File: src/rtl/spi_flash_mux_n.sv
// N-way SPI flash router: host SPI fanned out under an enable mask, MISO returned
// from one chip; mask/source changes only land after a guarded CS# idle window.
module spi_flash_mux_n #(
  parameter int unsigned          NUM_FLASH    = 4,
  parameter int unsigned          SRC_W        = 2,
  parameter int unsigned          SYNC_STAGES  = 2,
  parameter int unsigned          GUARD_CYCLES = 4,
  parameter int unsigned          PEND_TIMEOUT = 1024,
  parameter logic [NUM_FLASH-1:0] RESET_MASK   = NUM_FLASH'(1),
  parameter logic [SRC_W-1:0]     RESET_SRC    = '0
) (
  input  logic                 clk,
  input  logic                 rst,
  input  logic                 h_clk,
  input  logic                 h_cs_n,
  input  logic                 h_mosi,
  output logic                 h_miso,
  output logic [NUM_FLASH-1:0] f_clk,
  output logic [NUM_FLASH-1:0] f_cs_n,
  output logic [NUM_FLASH-1:0] f_mosi,
  input  logic [NUM_FLASH-1:0] f_miso,
  input  logic [NUM_FLASH-1:0] sel_mask,
  input  logic [SRC_W-1:0]     miso_src,
  input  logic                 clr_err,
  output logic [NUM_FLASH-1:0] active_mask,
  output logic [SRC_W-1:0]     active_src,
  output logic                 switch_pending,
  output logic [15:0]          switch_count,
  output logic                 pend_timeout
);

  localparam int unsigned IDLE_W = $clog2(GUARD_CYCLES + 1);
  localparam int unsigned PEND_W = $clog2(PEND_TIMEOUT + 1);
  localparam logic [IDLE_W-1:0] GUARD_MAX = IDLE_W'(GUARD_CYCLES);
  localparam logic [PEND_W-1:0] PEND_MAX  = PEND_W'(PEND_TIMEOUT);
  localparam logic [SRC_W:0]    SRC_LIM   = (SRC_W + 1)'(NUM_FLASH);

  typedef enum logic {STABLE, PENDING} state_t;

  state_t                 state, state_n;
  logic [SYNC_STAGES-1:0] sync_q;
  logic                   cs_sync;
  logic [IDLE_W-1:0]      idle_cnt;
  logic [PEND_W-1:0]      pend_cnt, pend_n;
  logic [SRC_W-1:0]       req_src;
  logic                   request, safe, apply, to_set;

  assign f_clk  = active_mask & {NUM_FLASH{h_clk}};
  assign f_cs_n = ~active_mask | {NUM_FLASH{h_cs_n}};
  assign f_mosi = active_mask & {NUM_FLASH{h_mosi}};
  assign h_miso = active_mask[active_src] & f_miso[active_src];

  assign req_src = ({1'b0, miso_src} < SRC_LIM) ? miso_src : '0;
  assign request = {sel_mask, req_src} != {active_mask, active_src};

  always_ff @(posedge clk or posedge rst) begin
    if (rst) sync_q <= '1;
    else     sync_q <= {sync_q[SYNC_STAGES-2:0], h_cs_n};
  end
  assign cs_sync = sync_q[SYNC_STAGES-1];

  always_ff @(posedge clk or posedge rst) begin
    if (rst)                  idle_cnt <= '0;
    else if (!cs_sync)        idle_cnt <= '0;
    else if (idle_cnt != GUARD_MAX) idle_cnt <= idle_cnt + 1'b1;
  end

  // Raw CS is also required so a CS fall still in the synchroniser blocks the switch.
  assign safe = (idle_cnt == GUARD_MAX) & cs_sync & h_cs_n;

  always_comb begin
    state_n = state;
    pend_n  = pend_cnt;
    apply   = 1'b0;
    case (state)
      STABLE: begin
        if (request && safe) begin
          apply = 1'b1;
        end else if (request) begin
          state_n = PENDING;
          pend_n  = PEND_W'(1);
        end
      end
      PENDING: begin
        if (!request) begin
          state_n = STABLE;
          pend_n  = '0;
        end else if (safe) begin
          apply   = 1'b1;
          state_n = STABLE;
          pend_n  = '0;
        end else if (pend_cnt != PEND_MAX) begin
          pend_n = pend_cnt + 1'b1;
        end
      end
      default: begin
        state_n = STABLE;
        pend_n  = '0;
      end
    endcase
  end

  assign to_set = (state_n == PENDING) && (pend_n == PEND_MAX);
  assign switch_pending = (state == PENDING);

  always_ff @(posedge clk or posedge rst) begin
    if (rst) begin
      state        <= STABLE;
      pend_cnt     <= '0;
      active_mask  <= RESET_MASK;
      active_src   <= RESET_SRC;
      switch_count <= '0;
      pend_timeout <= 1'b0;
    end else begin
      state    <= state_n;
      pend_cnt <= pend_n;
      if (apply) begin
        active_mask <= sel_mask;
        active_src  <= req_src;
        if (switch_count != '1) switch_count <= switch_count + 16'd1;
      end
      if (to_set)       pend_timeout <= 1'b1;
      else if (clr_err) pend_timeout <= 1'b0;
    end
  end

endmodule

File: config.mk
export PLATFORM = sky130hd
export DESIGN_NAME = spi_flash_mux_n
export DESIGN_NICKNAME = d
export VERILOG_FILES = /design/src/rtl/spi_flash_mux_n.sv
export SDC_FILE = /design/constraint.sdc
export NUM_CORES = 1
export LEC_CHECK = 0
export BUFFER_PORTS_ARGS = -buffer_cell sky130_fd_sc_hd__buf_2
export CORE_MARGIN = 4
export CORE_UTILIZATION = 50
export CTS_CLUSTER_DIAMETER = 30
export DETAILED_ROUTE_END_ITERATION = 6
export PLACE_DENSITY = 0.82
export SLEW_MARGIN = 15
export SYNTH_ARGS = -nofsm -noshare
export SYNTH_HDL_FRONTEND = slang
export SYNTH_SLANG_ARGS = --single-unit
File: constraint.sdc
create_clock -name clk -period 2.4 [get_ports clk]
set_input_delay 0.6 -clock clk [delete_from_list [all_inputs] [get_ports clk]]
set_output_delay 0.6 -clock clk [all_outputs]
set_load 0.1 [all_outputs]
== Word-level counts from Yosys, hierarchy flattened ==
Cells that the tools add are included.
Storage, ports and cells
  bits in writable memories: 0
  input bits: 16
  latch bits: 0
  memories kept: 0
  register bits: 40
  word-level logic and storage cells: 54
  memory bits (read-only): 0
  output and inout bits: 37
Operators by class
  shift operators: 0
  add/subtract/negate cells: 3
  bitwise gates (word level): 8
  reductions and logical operators: 4
  equality and inequality tests: 7
  mux-type cells: 23
  $mul: 0
  magnitude comparators: 1
  div/mod/pow operators: 0
Operators with widths (number)
  two-way mux 11 bit: 5
  one-hot mux 11 bit (2 select lines): 1
  adder 16 x 1 -> 16 bit, second input constant: 1
  != test 16 bit, second input constant: 1
  adder 11 x 1 -> 11 bit, second input constant: 1
  == test 11 bit, second input constant: 1
  two-way mux 1 bit: 11
  != test 11 bit, second input constant: 1
  AND 4 bit: 2
  two-way mux 3 bit: 2
  != test 6 bit: 1
  binary-select mux 1 bit (select 2 bit): 2
  NOT 4 bit: 1
  bitwise OR 4 bit: 1
  one-hot mux 1 bit (2 select lines): 2
  adder 3 x 1 -> 3 bit, second input constant: 1
  AND 1 bit: 3
  == test 3 bit, second input constant: 1
  < comparator 2 x 3 -> 1 bit, second input constant: 1
  != test 3 bit, second input constant: 1
  logical AND 1 bit: 2
  != test 2 x 1 -> 1 bit, second input constant: 1
  AND reduction 2 bit: 1
  nonzero test 2 bit: 1
  NOT 1 bit: 1

== Depth between registers and ports, before layout ==
Gate-level depths: netlist of run 1.
  depth in word-level cells: 9
  mapped depth: 8
  gate-level depth less buffers: 8

== Worst setup path before layout of run 1 ==
Ideal clock, no wire load.
  kind: reg2out
  start: reg active_mask[2]
  end: out h_miso
  data arrival time: 2766 ps
  data required time: 1800 ps
  path slack: -966 ps
  stages on the path, launching flop included: 5
  path buffers: 0
  cell sequence: dfrtp_1 -> nand2_1 -> nor2_1 -> a31oi_1 -> a21oi_1
Between the ends
  cells in the longest elaborated chain, start to end: 3
Ends and longest elaborated chain
  start, declared: line 25  | output logic [NUM_FLASH-1:0] active_mask,
  start signal, assigned: line 118  | active_mask <= sel_mask;
  binary-select mux 1 bit (select 2 bit): line 51  | assign h_miso = active_mask[active_src] & f_miso[active_src];
  two-way mux 1 bit (implied by the code): line 51
  AND 1 bit: line 51
  end, declared: line 17  | output logic h_miso,
Every way passes these cells. The select of a mux whose other input is x is not followed.

== Worst setup path in the final report of run 1 ==
  start: reg active_mask[0]
  end: out h_miso
Same word-level chain as after synthesis.

==> summary.md, run 1 <==
| Metric | Value |
|---|---|
| Outcome | finished, final reports clean |
| Syn_nets | 260 |
| Area fraction in and, or, nand and nor cells after synthesis | a little under a quarter |
| Switch Pwr | around 1.5 mW |
| Synth warnings | 0 |
| Static power due to leakage | 1.36 nW |
| Logic gate share of total power | 45.7% |
| Number of primary I/O pins | 53 |
| Dominant cell by count in the synthesized netlist | sky130_fd_sc_hd__dfrtp_1 |
| Number of nets with antenna violations after detailed routing | 0 |
| Number of placement rows | 24 |
| Share of total power in sequential cells | 34.8% |
| Max Root-Sink Buffers | 2 |
| EDFF count, synth | 0 |
| Worst-path cell chain | nand2_1 > nor2_1 > a311oi_1 > a21oi_4 > buf_2 |
| Depth of the critical timing path with buffers and inverters included | 5 |
| Share of the yosys chip area belonging to registers | 43.4% |
| Fraction of registers with async set/reset | 100% |
| Mean Syn Cell Area | around 9.7 um^2 |
| TritonCTS clock tree | built |
| CTS root buffer | sky130_fd_sc_hd__clkbuf_8 |
| Total overflow reported by the global router | 0 |
| Worst IR drop on VDD | 0.000679 V |
| Switching fraction of total power | 49.8% |
| Diodes inserted | 0 |
| Critical-path maximum fanout | 7 |
| Total met3 wirelength after detailed routing | ~320 um |
| Latest clock arrival within the worst-skew pair | 0.30 ns |
| Internal power consumption | 1.49 mW |
| Area share of the leading cell type in the synthesized netlist | between 40% and 50% |
| Detailed Route WL | around 5.3 mm |
| Category of the worst setup path launch point | flop |
| Top cell family by delay on the critical path | flip-flops |
| Metal1 wirelength | around 2.2 mm |
| Mux contribution to synthesized area | 3.89% |
| Time the final worst path needs with I/O delays and setup | 2.31 ns |
| DP Worst Slack | 0.163 ns |
| Placed wire-length estimate after detailed placement | 3.78 mm |
| Yosys reg bits | 40 |
| Vias after detailed routing | 1979 |
| Normalized max-slew margin | 43.7% |
| Wire length per cell after detailed routing | between 15 and 20 um |
| Final Hold Vio Count | 0 |
| Area added between synthesis and finish | 20.7% |
| Clock group share of total power | 19.5% |
| Met2 routed wirelength | 2.67 mm |
| Xor and xnor fraction of the mapped netlist area | 12.1% |
| HP Class | flop to flop |
| Initial standard-cell utilization of the core | 52.4% |
| Net count, final | 317 |
| Worst path slowest cell | sky130_fd_sc_hd__dfstp_2 |
| Number of cells on the worst hold path | 0 |
| Area enclosed by the die boundary | 5780 um^2 |
| Largest family of logic cells by synthesized area | simple AND/OR/NAND/NOR gates |
| TNS Setup | 0 ns |
| Buf+Inv Stages, Crit Path | 1 |
| Unrepaired setup endpoints after global routing | no |
| Die Span X | 76.0 um |
| Power after layout | 2.96 mW |
| Slew at the pin with the worst max-slew slack | 0.842 ns |
| Highest signal layer in the routed design | met4 |
| Largest area contributor in the netlist | sky130_fd_sc_hd__dfrtp_1 |
| Commonest cells in the synthesized netlist | sky130_fd_sc_hd__dfrtp_1 (37), sky130_fd_sc_hd__xor2_1 (22), sky130_fd_sc_hd__nand2_1 (19), sky130_fd_sc_hd__inv_1 (15), sky130_fd_sc_hd__nand3_1 (15) |
| Number of global-route vias before repair | 1962 |
| PortBufs | 52 |
| Pwr dens | around 1100 nW/um^2 |
| RePlAce Congestion | 0.876 |
| Post-synthesis compound-gate area fraction | under 10% |
| Clk pin slew, worst setup/hold paths | 0.08 ns |
| Vertical die dimension | 76.0 um |
| Layout cell share with drive strength beyond 1 | 34.3% |
| Min setup slack post-route | 0.0914 ns |
| Commonest register cell after synthesis | sky130_fd_sc_hd__dfrtp_1 |
| Crit path required time | 1.80 ns |
| Synth area leaders | sky130_fd_sc_hd__dfrtp_1 (40%), sky130_fd_sc_hd__xor2_1 (8.3%), sky130_fd_sc_hd__xnor2_1 (3.8%), sky130_fd_sc_hd__dfstp_2 (3.4%), sky130_fd_sc_hd__mux2_2 (3.4%) |
| Worst setup path category | flop to output pin |
| Highest Clock Rate | 433 MHz |
| Synthesized netlist cell count | 239 |
| Worst-case reg-to-reg path depth | 4 |
| Iter 0 DRT Violations | 86 |
| Total of max-cap violations | 0 |
| Number of antenna violations at the first check in global routing | 0 |
| Detailed-route DRC error count | 0 |
| Worst-case clock skew | approximately 0.0048 ns |
| Core footprint | 4410 um^2 |
| Count of final setup violators | 0 |
| First-pass GRT wire length | just over 9 mm |
| Maximum number of pins on one net before global-route repair | 41 |
| Kind of capture point of the worst setup path | output pin |
| Clock sink count | 40 |
| Final count of pins violating max slew | 0 |
| Critical path arrival | about 1.7 ns |
| Number of buffers inserted during clock tree synthesis | 5 |
| Share of synthesized cell area in full adder, half adder and majority cells | 2.70% |
| Vias per cell | 5.67 |
| Pre-Repair DR Iteration Count | 4 |
| Final core occ | 63.3% |
| Clock H-tree levels | 2 |
| Aggregate global-route resource usage | 18.9% |
| Post-synthesis cell type count | 40 |
| CP peak stage delay | around 0.60 ns |
| Mapped cell area | about 2300 um^2 |
| Tcrit/Tclk final | between 90% and 100% |
==> flip-flops by register name, summed over array words and instances (netlist names) <==
| name | cells |
|---|---|
| active_mask | 4 |
| active_src | 2 |
| idle_cnt | 3 |
| pend_cnt | 11 |
| pend_timeout | 1 |
| switch_count | 16 |
| switch_pending | 1 |
| sync_q | 2 |
==> per-stage QoR <==
step	area [um^2]	hold slack, ns	instances
floorplan	2350	0.345	239
global placement	2670	0.347	341
detailed placement	2670	0.349	341
CTS	2790	0.364	349
global route	2790	0.365	349
finish	2790	0.361	349
==> timing repair <==
item,4_1_cts,5_1_grt
gates resized for setup,0,1
setup buffers,0,0
hold buffers,0,0
endpoints found under the setup margin,0,1
==> cell usage in the layout (no fill, tap or decap), types with 9 or more instances in the layout <==
cell type,n
sky130_fd_sc_hd__buf_2,52
sky130_fd_sc_hd__xor2_1,22
sky130_fd_sc_hd__nand2_1,19
sky130_fd_sc_hd__dfrtp_1,19
sky130_fd_sc_hd__dfrtp_2,18
sky130_fd_sc_hd__nand3_1,15
sky130_fd_sc_hd__inv_1,15
sky130_fd_sc_hd__nor2_1,11
sky130_fd_sc_hd__and2_1,10
sky130_fd_sc_hd__xnor2_1,10
sky130_fd_sc_hd__nor4_1,9
==> cell families after synthesis <==
family	Yosys count
AO/OA/AOI/OAI	31
XOR/XNOR	32
adder cells (fa/ha/maj)	5
buffers and inverters	25
flip-flops	40
multiplexers	8
AND/OR/NAND/NOR	98
==> power by group through the flow <==
| stage | clock network [mW] | logic [mW] | registers, mW |
|---|---|---|---|
| 2_1_floorplan | 0 | 0.897 | 1.26 |
| 3_3_place_gp | 0 | 1.32 | 1.03 |
| 3_5_place_dp | 0 | 1.35 | 1.04 |
| 4_1_cts | 0.582 | 1.35 | 1.02 |
| 5_1_grt | 0.623 | 1.45 | 1.06 |
| 6_report | 0.579 | 1.35 | 1.03 |
==> metal layers <==
layer	up-vias	track usage, %
li1	956	-
met1	940	23.1
met2	71	31.5
met3	12	4.37
met4	0	8.19
met5	-	0
==> final timing paths <==
| kind | startpoint | end | slack [ns] |
|---|---|---|---|
| max in group asynchronous | rst | active_src[0]$_DFFE_PP0P_ | 1.63 |
| setup reg to reg | switch_count[5]$_DFFE_PP0P_ | switch_count[1]$_DFFE_PP0P_ | 0.19 |
| hold / removal | sync_q[0]$_DFF_PP1_ | sync_q[1]$_DFF_PP1_ | 0.36 |
| hold reg to reg | sync_q[0]$_DFF_PP1_ | sync_q[1]$_DFF_PP1_ | 0.36 |
| setup / recovery | active_mask[0]$_DFFE_PP1P_ | h_miso | 0.09 |
| min in group asynchronous | rst | pend_cnt[5]$_DFF_PP0_ | 0.41 |
==> final cells by class <==
cell class | instances | area [um^2]
Fill cell | 360 | 1620
Multi-Input combinational cell | 174 | 1210
Sequential cell | 40 | 1030
Timing Repair Buffer | 60 | 320
Clock buffer | 5 | 68.8
Tap cell | 52 | 65.1
Inverter | 15 | 56.3
Clock inverter | 3 | 46.3
No activity file was read; power rests on OpenSTA's default activity.
==> inputs of run 2 (changes only) <==
- ABC_AREA: unset -> 1
- CAP_MARGIN: unset -> 15
- PLACE_DENSITY: 0.82 -> 0.81
==> run 2 against run 1 <==
Compared with the run above: hold slack got worse by 0.0033 ns; register-to-register slack better by 0.15 ns; synthesized cell count up 33%; setup slack improved by 0.084 ns; clock skew hardly changed; clock power shrank 7.4%; utilization fell by 1.8 points; critical path type unchanged; cell count up 26%; design area rose by 4.6%; area after synthesis is 6.6% higher.
==> summary.md, run 2 <==
| Metric | Value |
|---|---|
| Synth area leaders | sky130_fd_sc_hd__dfrtp_1 (38%), sky130_fd_sc_hd__nand2_1 (13%), sky130_fd_sc_hd__inv_1 (7.0%), sky130_fd_sc_hd__xor2_1 (6.4%), sky130_fd_sc_hd__nand3_1 (4.3%) |
| Switch Pwr | 1.41 mW (-4.6%) |
| Largest register FFs | 16 (unchanged) |
| Aggregate global-route resource usage | 18.3% (-0.59 points) |
| HP Class | flop to flop |
| Top library cells by usage in the layout, fill and taps aside | sky130_fd_sc_hd__nand2_1 (86), sky130_fd_sc_hd__buf_2 (52), sky130_fd_sc_hd__inv_1 (46), sky130_fd_sc_hd__dfrtp_1 (32), sky130_fd_sc_hd__nor2_1 (27) |
| Final Hold Vio Count | 0 (unchanged) |
| Total cell area at the placement stage | 2810 um^2 (+5.2%) |
| Time the final worst path needs with I/O delays and setup | 2.22 ns (-0.0845 ns) |
| Pre-Repair DR Iteration Count | 5 (+1) |
| Outcome | finished, final reports clean |
| Clock H-tree levels | 2 (unchanged) |
| CTS Hold Bufs | 0 (unchanged) |
| Pwr dens | 961 nW/um^2 (-9.4%) |
| Category of the worst setup path launch point | flop |
| Detailed-route DRC error count | 0 (unchanged) |
| Max Root-Sink Buffers | 2 (unchanged) |
| Critical path arrival | 1.62 ns (-0.09 ns) |
| EDFF count, synth | 0 (unchanged) |
| Final design area excluding fillers | 2920 um^2 (+4.6%) |
| Placed wire-length estimate after detailed placement | 4.01 mm (+5.9%) |
| Vias per cell | 4.80 (-15%) |
| Commonest register cell after synthesis | sky130_fd_sc_hd__dfrtp_1 |
| Filler-free cell count of the finished design | 441 (+26%) |
| Slack of the worst reg-to-reg path | 0.34 ns (+0.15 ns) |
| Mapped cell area | 2470 um^2 (+6.6%) |
| Share of the yosys chip area belonging to registers | 40.7% (-2.7 points) |
| Net count, final | 394 (+24%) |
| Critical register-to-register path startpoint | idle_cnt[0]$_DFFE_PP0P_ |
| Diodes inserted | 0 (unchanged) |
| Layout cell share with drive strength beyond 1 | 28.3% (-6.0 points) |
| Met3 GRT Util | 4.01% (-0.36 points) |
| Clock sink count | 40 (unchanged) |
| Logic gate share of total power | 46.5% (+0.8 points) |
| Final core occ | 61.5% (-1.8 points) |
| Iter 0 DRT Violations | 123 (+43%) |
| TNS Setup | 0 ns (unchanged) |
| Share of total power in sequential cells | 34.4% (-0.4 points) |
| First-pass GRT wire length | 9.15 mm (+0.45%) |
| Met1 Usage GRT | 22.4% (-0.69 points) |
| Final count of pins violating max slew | 0 (unchanged) |
| Internal power consumption | 1.40 mW (-5.8%) |
| Unrepaired setup endpoints after global routing | no |
| Number of nets with antenna violations after detailed routing | 0 (unchanged) |
| Reg-to-reg critical path endpoint | switch_count[11]$_DFFE_PP0P_ |
| Number of buffers inserted during clock tree synthesis | 5 (unchanged) |
| Die Span X | 78.2 um (+2.9%) |
| RePlAce Congestion | 0.882 (+0.69%) |
| Resized cells post-CTS | 0 (unchanged) |
| Detailed Route WL | 5.12 mm (-3.0%) |
| Worst-case clock skew | 0.00495 ns (+0.000175 ns) |
| Normalized max-slew margin | 67.3% (+24 points) |
| Most utilized layer in the global route result | met2 |
| Largest area contributor in the netlist | sky130_fd_sc_hd__dfrtp_1 |
| Syn_nets | 338 (+30%) |
| Number of global-route vias before repair | 2137 (+8.9%) |
| Critical-path maximum fanout | 8 (+1) |
| Worst-case reg-to-reg path depth | 12 (+8) |
| Most common cell after layout, fill and taps aside | sky130_fd_sc_hd__nand2_1 |
| Maximum number of pins on one net before global-route repair | 41 (unchanged) |
| Count of final setup violators | 0 (unchanged) |
| # placed instances | 433 (+27%) |
| Worst setup path category | flop to output pin |
| Wire length per cell after detailed routing | 11.6 um (-23%) |
| Clk pin slew, worst setup/hold paths | 0.08 ns (about the same) |
| Kind of capture point of the worst setup path | output pin |
| WHS | 0.358 ns (-0.00333 ns) |
| Core footprint | 4750 um^2 (+7.7%) |
| Endpoint with the worst hold slack | sync_q[1]$_DFF_PP1_ |
| Yosys reg bits | 40 (unchanged) |
| Worst path slowest cell | sky130_fd_sc_hd__dfstp_2 |
| Worst IR drop on VDD | 0.000582 V (-14%) |
| Dominant cell by count in the synthesized netlist | sky130_fd_sc_hd__nand2_1 |
| Fraction of registers with async set/reset | 100% (unchanged) |
| Post-synthesis cell type count | 36 (-10%) |
| PortBufs | 52 (unchanged) |
| Vias after detailed routing | 2118 (+7.0%) |
| Highest Clock Rate | 450 MHz (+3.8%) |
| Vertical die dimension | 78.2 um (+2.9%) |
| Number of cells on the worst hold path | 0 (unchanged) |
| Synthesized netlist cell count | 317 (+33%) |
| Worst-path cell chain | a31oi_1 > a31oi_4 > buf_2 |
| Tcrit/Tclk final | 92.7% (-3.5 points) |
| Top flop regs | switch_count (16), pend_cnt (11), active_mask (4) |
| Total overflow reported by the global router | 0 (unchanged) |
| TritonCTS clock tree | built |
| Area share of the leading cell type in the synthesized netlist | 37.5% (-2.5 points) |
| Number of inserted filler cells in the final layout | 428 (+19%) |
| Clock group share of total power | 19.1% (-0.4 points) |
| Commonest cells in the synthesized netlist | sky130_fd_sc_hd__nand2_1 (86), sky130_fd_sc_hd__inv_1 (46), sky130_fd_sc_hd__dfrtp_1 (37), sky130_fd_sc_hd__nor2_1 (27), sky130_fd_sc_hd__nand3_1 (21) |
| Mean Syn Cell Area | 7.78 um^2 (-20%) |
| Number of placement rows | 25 (+4.2%) |
| Crit path required time | 1.80 ns (about the same) |
| Switching fraction of total power | 50.1% (+0.31 points) |
| Slew at the pin with the worst max-slew slack | 0.491 ns (-0.351 ns) |
| Static power due to leakage | 1.58 nW (+17%) |
| Register containing the most flip-flops in the final layout | switch_count |
| Worst hold start | sync_q[0]$_DFF_PP1_ |
| Post-CTS setup buffers | 0 (unchanged) |
| Number of primary I/O pins | 53 (unchanged) |
| Synth warnings | 0 (unchanged) |
| Area added between synthesis and finish | 18.5% |
| Area enclosed by the die boundary | 6120 um^2 (+5.9%) |
| Total of max-cap violations | 0 (unchanged) |
| Latest clock arrival within the worst-skew pair | 0.28 ns (-0.02 ns) |
| CP peak stage delay | 0.61 ns (about the same) |
| Initial standard-cell utilization of the core | 51.9% (-0.54 points) |
| Number of antenna violations at the first check in global routing | 0 (unchanged) |
| CTS root buffer | sky130_fd_sc_hd__clkbuf_8 |
| GR Layer Usage met2 | 32.1% (+0.60 points) |
run 2: cell types whose count changed after synthesis, moves of 8 or more:
cell                      previous run  this run
sky130_fd_sc_hd__and2_1             10         0
sky130_fd_sc_hd__inv_1              15        46
sky130_fd_sc_hd__nand2_1            19        86
sky130_fd_sc_hd__nor2_1             11        27
sky130_fd_sc_hd__nor4_1              9         0
sky130_fd_sc_hd__xnor2_1            10         2
run 2: critical path: cells and delay by family, from the launching register on:
kind                   cells  cell delay, ns
DFF                        1            0.61
buffers and inverters      1            0.44
AOI/OAI and AO/OA          2            0.28
run 2: area by class of cell:
cell class	count	area [um^2]	area share, %
clock buffer	5	68.8	2.35
clock inverter	3	42.5	1.46
inverter	54	205	7.02
multi-input combinational	219	1240	42.6
sequential	40	1010	34.6
tap	67	83.8	2.87
timing repair buffer	53	268	9.16
run 2: worst max path at each step:
stage / startpoint / end / slack (ns) / cells past startpoint
detailed placement: sel_mask[3] / switch_count[1]$_DFFE_PP0P_ / 0.34 / 10
global placement: f_miso[1] / h_miso / 0.37 / 6
floorplan: switch_count[0]$_DFFE_PP0P_ / switch_count[1]$_DFFE_PP0P_ / 0.03 / 8
global route: idle_cnt[0]$_DFFE_PP0P_ / switch_count[15]$_DFFE_PP0P_ / 0.09 / 13
finish: active_mask[0]$_DFFE_PP1P_ / h_miso / 0.18 / 3
CTS: active_mask[0]$_DFFE_PP1P_ / h_miso / 0.17 / 3
run 2: metal layers:
metal  vias up  routed length, um
li1       1094                  -
met1       976               2220
met2        42               2660
met3         6                195
met4         0                 53
met5         -                  0
run 2: cells by family (layout without fill, tap and decap cells):
kind of cell	count (synthesis)	after routing	synth area share, %
xor gates and xnor gates	20	20	7.10
and+or+nand+nor	174	174	35.3
DFF	40	40	40.7
AOI/OAI and AO/OA	19	19	4.36
adders and majority gates	5	5	2.54
muxes	1	1	0.456
buffers and inverters	58	115	9.48
run 2: stage by stage:
stage / setup slack [ns] / power (mW)
final: 0.176 / 2.81
after global routing: 0.0855 / 3.00
after CTS: 0.169 / 2.83
after detailed placement: 0.341 / 2.29
after global placement: 0.365 / 2.26
after floorplan: 0.0315 / 2.05
run 2: power by group through the flow:
stage	Sequential, mW	Clock, mW	Combinational (mW)
final	0.967	0.536	1.31
after global routing	0.991	0.583	1.42
after CTS	0.964	0.549	1.32
after detailed placement	0.977	0	1.31
after global placement	0.972	0	1.29
after floorplan	1.25	0	0.804
==> inputs of run 3 (changes only) <==
- CORE_UTILIZATION: 50 -> 49
- PLACE_DENSITY: 0.81 -> 0.83
- clock period: 2.4 -> 1.8 ns (I/O delays scaled with it)
==> run 3 against run 2 <==
Compared with the run above: the flow now finishes with violations (negative setup slack); global-route usage up 4.3 points; count of clock-buffer cells in the layout unchanged; power up 57%; combinational power up 76%; via count up 20%; clock power up 44%; die area up 1.8%; critical path depth up 1; non-clock buffer count up 27; sequential power up 37%; critical endpoint unchanged.
==> summary.md, run 3 (synthesized netlist as in run 2, its figures left out) <==
| Metric | Value |
|---|---|
| Outcome | complete, but fails checks |
| Violations in the final reports | negative setup slack |
| Slack of the worst reg-to-reg path | -0.14 ns (-0.48 ns) |
| Min setup slack post-route | -0.198 ns (-0.373 ns) |
| Total of max-cap violations | 0 (unchanged) |
| Critical-path maximum fanout | 5 (-3) |
| Clock sink count | 40 (unchanged) |
| Number of antenna violations at the first check in global routing | 0 (unchanged) |
| Number of buffers inserted during clock tree synthesis | 5 (unchanged) |
| Aggregate global-route resource usage | 22.6% (+4.3 points) |
| Vias after detailed routing | 2535 (+20%) |
| Critical path arrival | 1.55 ns (-0.07 ns) |
| CTS root buffer | sky130_fd_sc_hd__clkbuf_8 |
| Worst IR drop on VDD | 0.000976 V (+68%) |
| HP Class | input port to asynchronous set/reset pin |
| Final core occ | 74.7% (+13 points) |
| Layout cell share with drive strength beyond 1 | 44.4% (+16 points) |
| Area added between synthesis and finish | 45.0% |
| Pre-Repair DR Iteration Count | 5 (unchanged) |
| Count of final setup violators | 17 (+17) |
| CP peak stage delay | 0.64 ns (+0.03 ns) |
| Highest Clock Rate | 501 MHz |
| Number of placement rows | 25 (unchanged) |
| First-pass GRT wire length | 11.2 mm (+23%) |
| Total overflow reported by the global router | 0 (unchanged) |
| DP Worst Slack | -0.0218 ns (-0.362 ns) |
| Initial standard-cell utilization of the core | 51.6% (-0.34 points) |
| Worst setup path category | flop to output pin |
| Worst-case clock skew | 0.00363 ns (-0.00131 ns) |
| Largest register FFs | 16 (unchanged) |
| Number of primary I/O pins | 53 (unchanged) |
| Detailed-route DRC error count | 0 (unchanged) |
| Time the final worst path needs with I/O delays and setup | 2.00 ns |
| Core footprint | 4790 um^2 (+0.66%) |
| RePlAce Congestion | 0.878 (-0.46%) |
| PortBufs | 52 (unchanged) |
| Final count of pins violating max slew | 0 (unchanged) |
| Register containing the most flip-flops in the final layout | switch_count |
| Unrepaired setup endpoints after global routing | yes |
| Pwr dens | 1230 nW/um^2 (+28%) |
| Number of global-route vias before repair | 2438 (+14%) |
| Crit path required time | 1.35 ns (-0.45 ns) |
| Latest clock arrival within the worst-skew pair | 0.30 ns (+0.02 ns) |
| Normalized max-slew margin | 65.8% (-1.5 points) |
| Slew at the pin with the worst max-slew slack | 0.513 ns (+0.0220 ns) |
| Number of inserted filler cells in the final layout | 292 (-32%) |
| Top flop regs | switch_count (16), pend_cnt (11), active_mask (4) |
| Category of the worst setup path launch point | flop |
| Worst path slowest cell | sky130_fd_sc_hd__dfstp_4 |
| Cell repeated most along the worst path | sky130_fd_sc_hd__a31oi_4 |
| Number of nets with antenna violations after detailed routing | 0 (unchanged) |
| Clock H-tree levels | 2 (unchanged) |
| Iter 0 DRT Violations | 203 (+65%) |
| Wire length per cell after detailed routing | 17.3 um (+49%) |
| Max Root-Sink Buffers | 2 (unchanged) |
| Filler-free cell count of the finished design | 468 (+6.1%) |
| Final Hold Vio Count | 0 (unchanged) |
| Die Span X | 79.0 um (+0.91%) |
| Static power due to leakage | 1.82 nW (+15%) |
| Kind of capture point of the worst setup path | output pin |
| TritonCTS clock tree | built |
| # placed instances | 442 (+2.1%) |
| Vertical die dimension | 79.0 um (+0.91%) |
| Most common cell after layout, fill and taps aside | sky130_fd_sc_hd__nand2_1 |
| Worst-path cell chain | buf_8 > a31oi_4 > a31oi_4 > buf_12 |
| Top library cells by usage in the layout, fill and taps aside | sky130_fd_sc_hd__nand2_1 (78), sky130_fd_sc_hd__inv_1 (39), sky130_fd_sc_hd__buf_2 (38), sky130_fd_sc_hd__nor2_1 (23), sky130_fd_sc_hd__nand3_1 (20) |
| Detailed Route WL | 8.11 mm (+58%) |
| Placed wire-length estimate after detailed placement | 4.37 mm (+9.1%) |
| Clk pin slew, worst setup/hold paths | 0.09 ns (about the same) |
| Net count, final | 421 (+6.9%) |
| Maximum number of pins on one net before global-route repair | 41 (unchanged) |
| Tcrit/Tclk final | 111% |
| Vias per cell | 5.42 (+13%) |
| Diodes inserted | 0 (unchanged) |
| Area enclosed by the die boundary | 6230 um^2 (+1.8%) |
| Power after layout | 4.40 mW (+57%) |
run 3: cell count changes in the layout (fill, tap and decap cells not counted), moves of 4 or more:
cell                      previous run  this run
sky130_fd_sc_hd__buf_12              0        14
sky130_fd_sc_hd__buf_2              52        38
sky130_fd_sc_hd__buf_4               1        19
sky130_fd_sc_hd__buf_6               0         8
sky130_fd_sc_hd__dfrtp_1            32        15
sky130_fd_sc_hd__dfrtp_2             5        13
sky130_fd_sc_hd__dfrtp_4             0         9
sky130_fd_sc_hd__inv_1              46        39
sky130_fd_sc_hd__inv_2               7        12
sky130_fd_sc_hd__nand2_1            86        78
sky130_fd_sc_hd__nand2_4             1         6
sky130_fd_sc_hd__nor2_1             27        23
run 3: final cells by class:
cell class | instances | area [um^2] | area share (%)
Multi-Input combinational cell | 219 | 1390 | 38.8
Sequential cell | 40 | 1060 | 29.6
Timing Repair Buffer | 80 | 718 | 20.1
Inverter | 54 | 213 | 5.95
Tap cell | 67 | 83.8 | 2.34
Clock buffer | 5 | 68.8 | 1.92
Clock inverter | 3 | 46.3 | 1.29
run 3: repair_timing:
action,in CTS,in global routing
endpoints found under the setup margin,10,24
hold buffers,0,0
pin swaps,7,9
buffers inserted,14,6
cloned,0,0
hold endpoints to repair,0,0
resized for setup,9,35
run 3: critical path, delay by kind of cell (launching register included):
family	cells	cell delay, ns
flip-flops	1	0.64
buffers and inverters	2	0.32
AO/OA/AOI/OAI	2	0.28
run 3: layer usage:
layer	part of all wire (%)	up-vias	track usage (%)	routed length, um
met5	0	-	0	0
met3	8.7	29	5.67	705
met4	2.9	0	6.19	233
met1	38	1204	26.9	3060
met2	51	156	40.3	4110
li1	-	1146	-	-
run 3: final timing paths:
kind                                             from                      endpoint  cells past startpoint
max in group asynchronous                         rst   switch_count[3]$_DFFE_PP0P_                      3
hold reg to reg                   sync_q[0]$_DFF_PP1_           sync_q[1]$_DFF_PP1_                      0
setup reg to reg              idle_cnt[1]$_DFFE_PP0P_  switch_count[14]$_DFFE_PP0P_                     13
hold / removal                                    rst  switch_count[14]$_DFFE_PP0P_                      3
setup / recovery           active_mask[0]$_DFFE_PP1P_                        h_miso                      4
min in group clk                               h_cs_n           sync_q[0]$_DFF_PP1_                      1
run 3: where the power goes:
group	leakage, nW	switching [mW]	total, mW	internal [mW]
Combinational	1.29	1.56	2.31	0.749
Sequential	0.479	0.235	1.32	1.08
Clock	0.0548	0.354	0.771	0.418
Total	1.82	2.15	4.40	2.25
run 3: stage by stage:
stage,hold slack (ns),instance area (um^2),TNS [ns]
CTS,0.266,3410,-0.440
global route,0.278,3580,-3.11
finish,0.277,3580,-1.36
floorplan,0.345,2560,-1.06
global placement,0.346,3160,0
detailed placement,0.347,3160,-0.0266
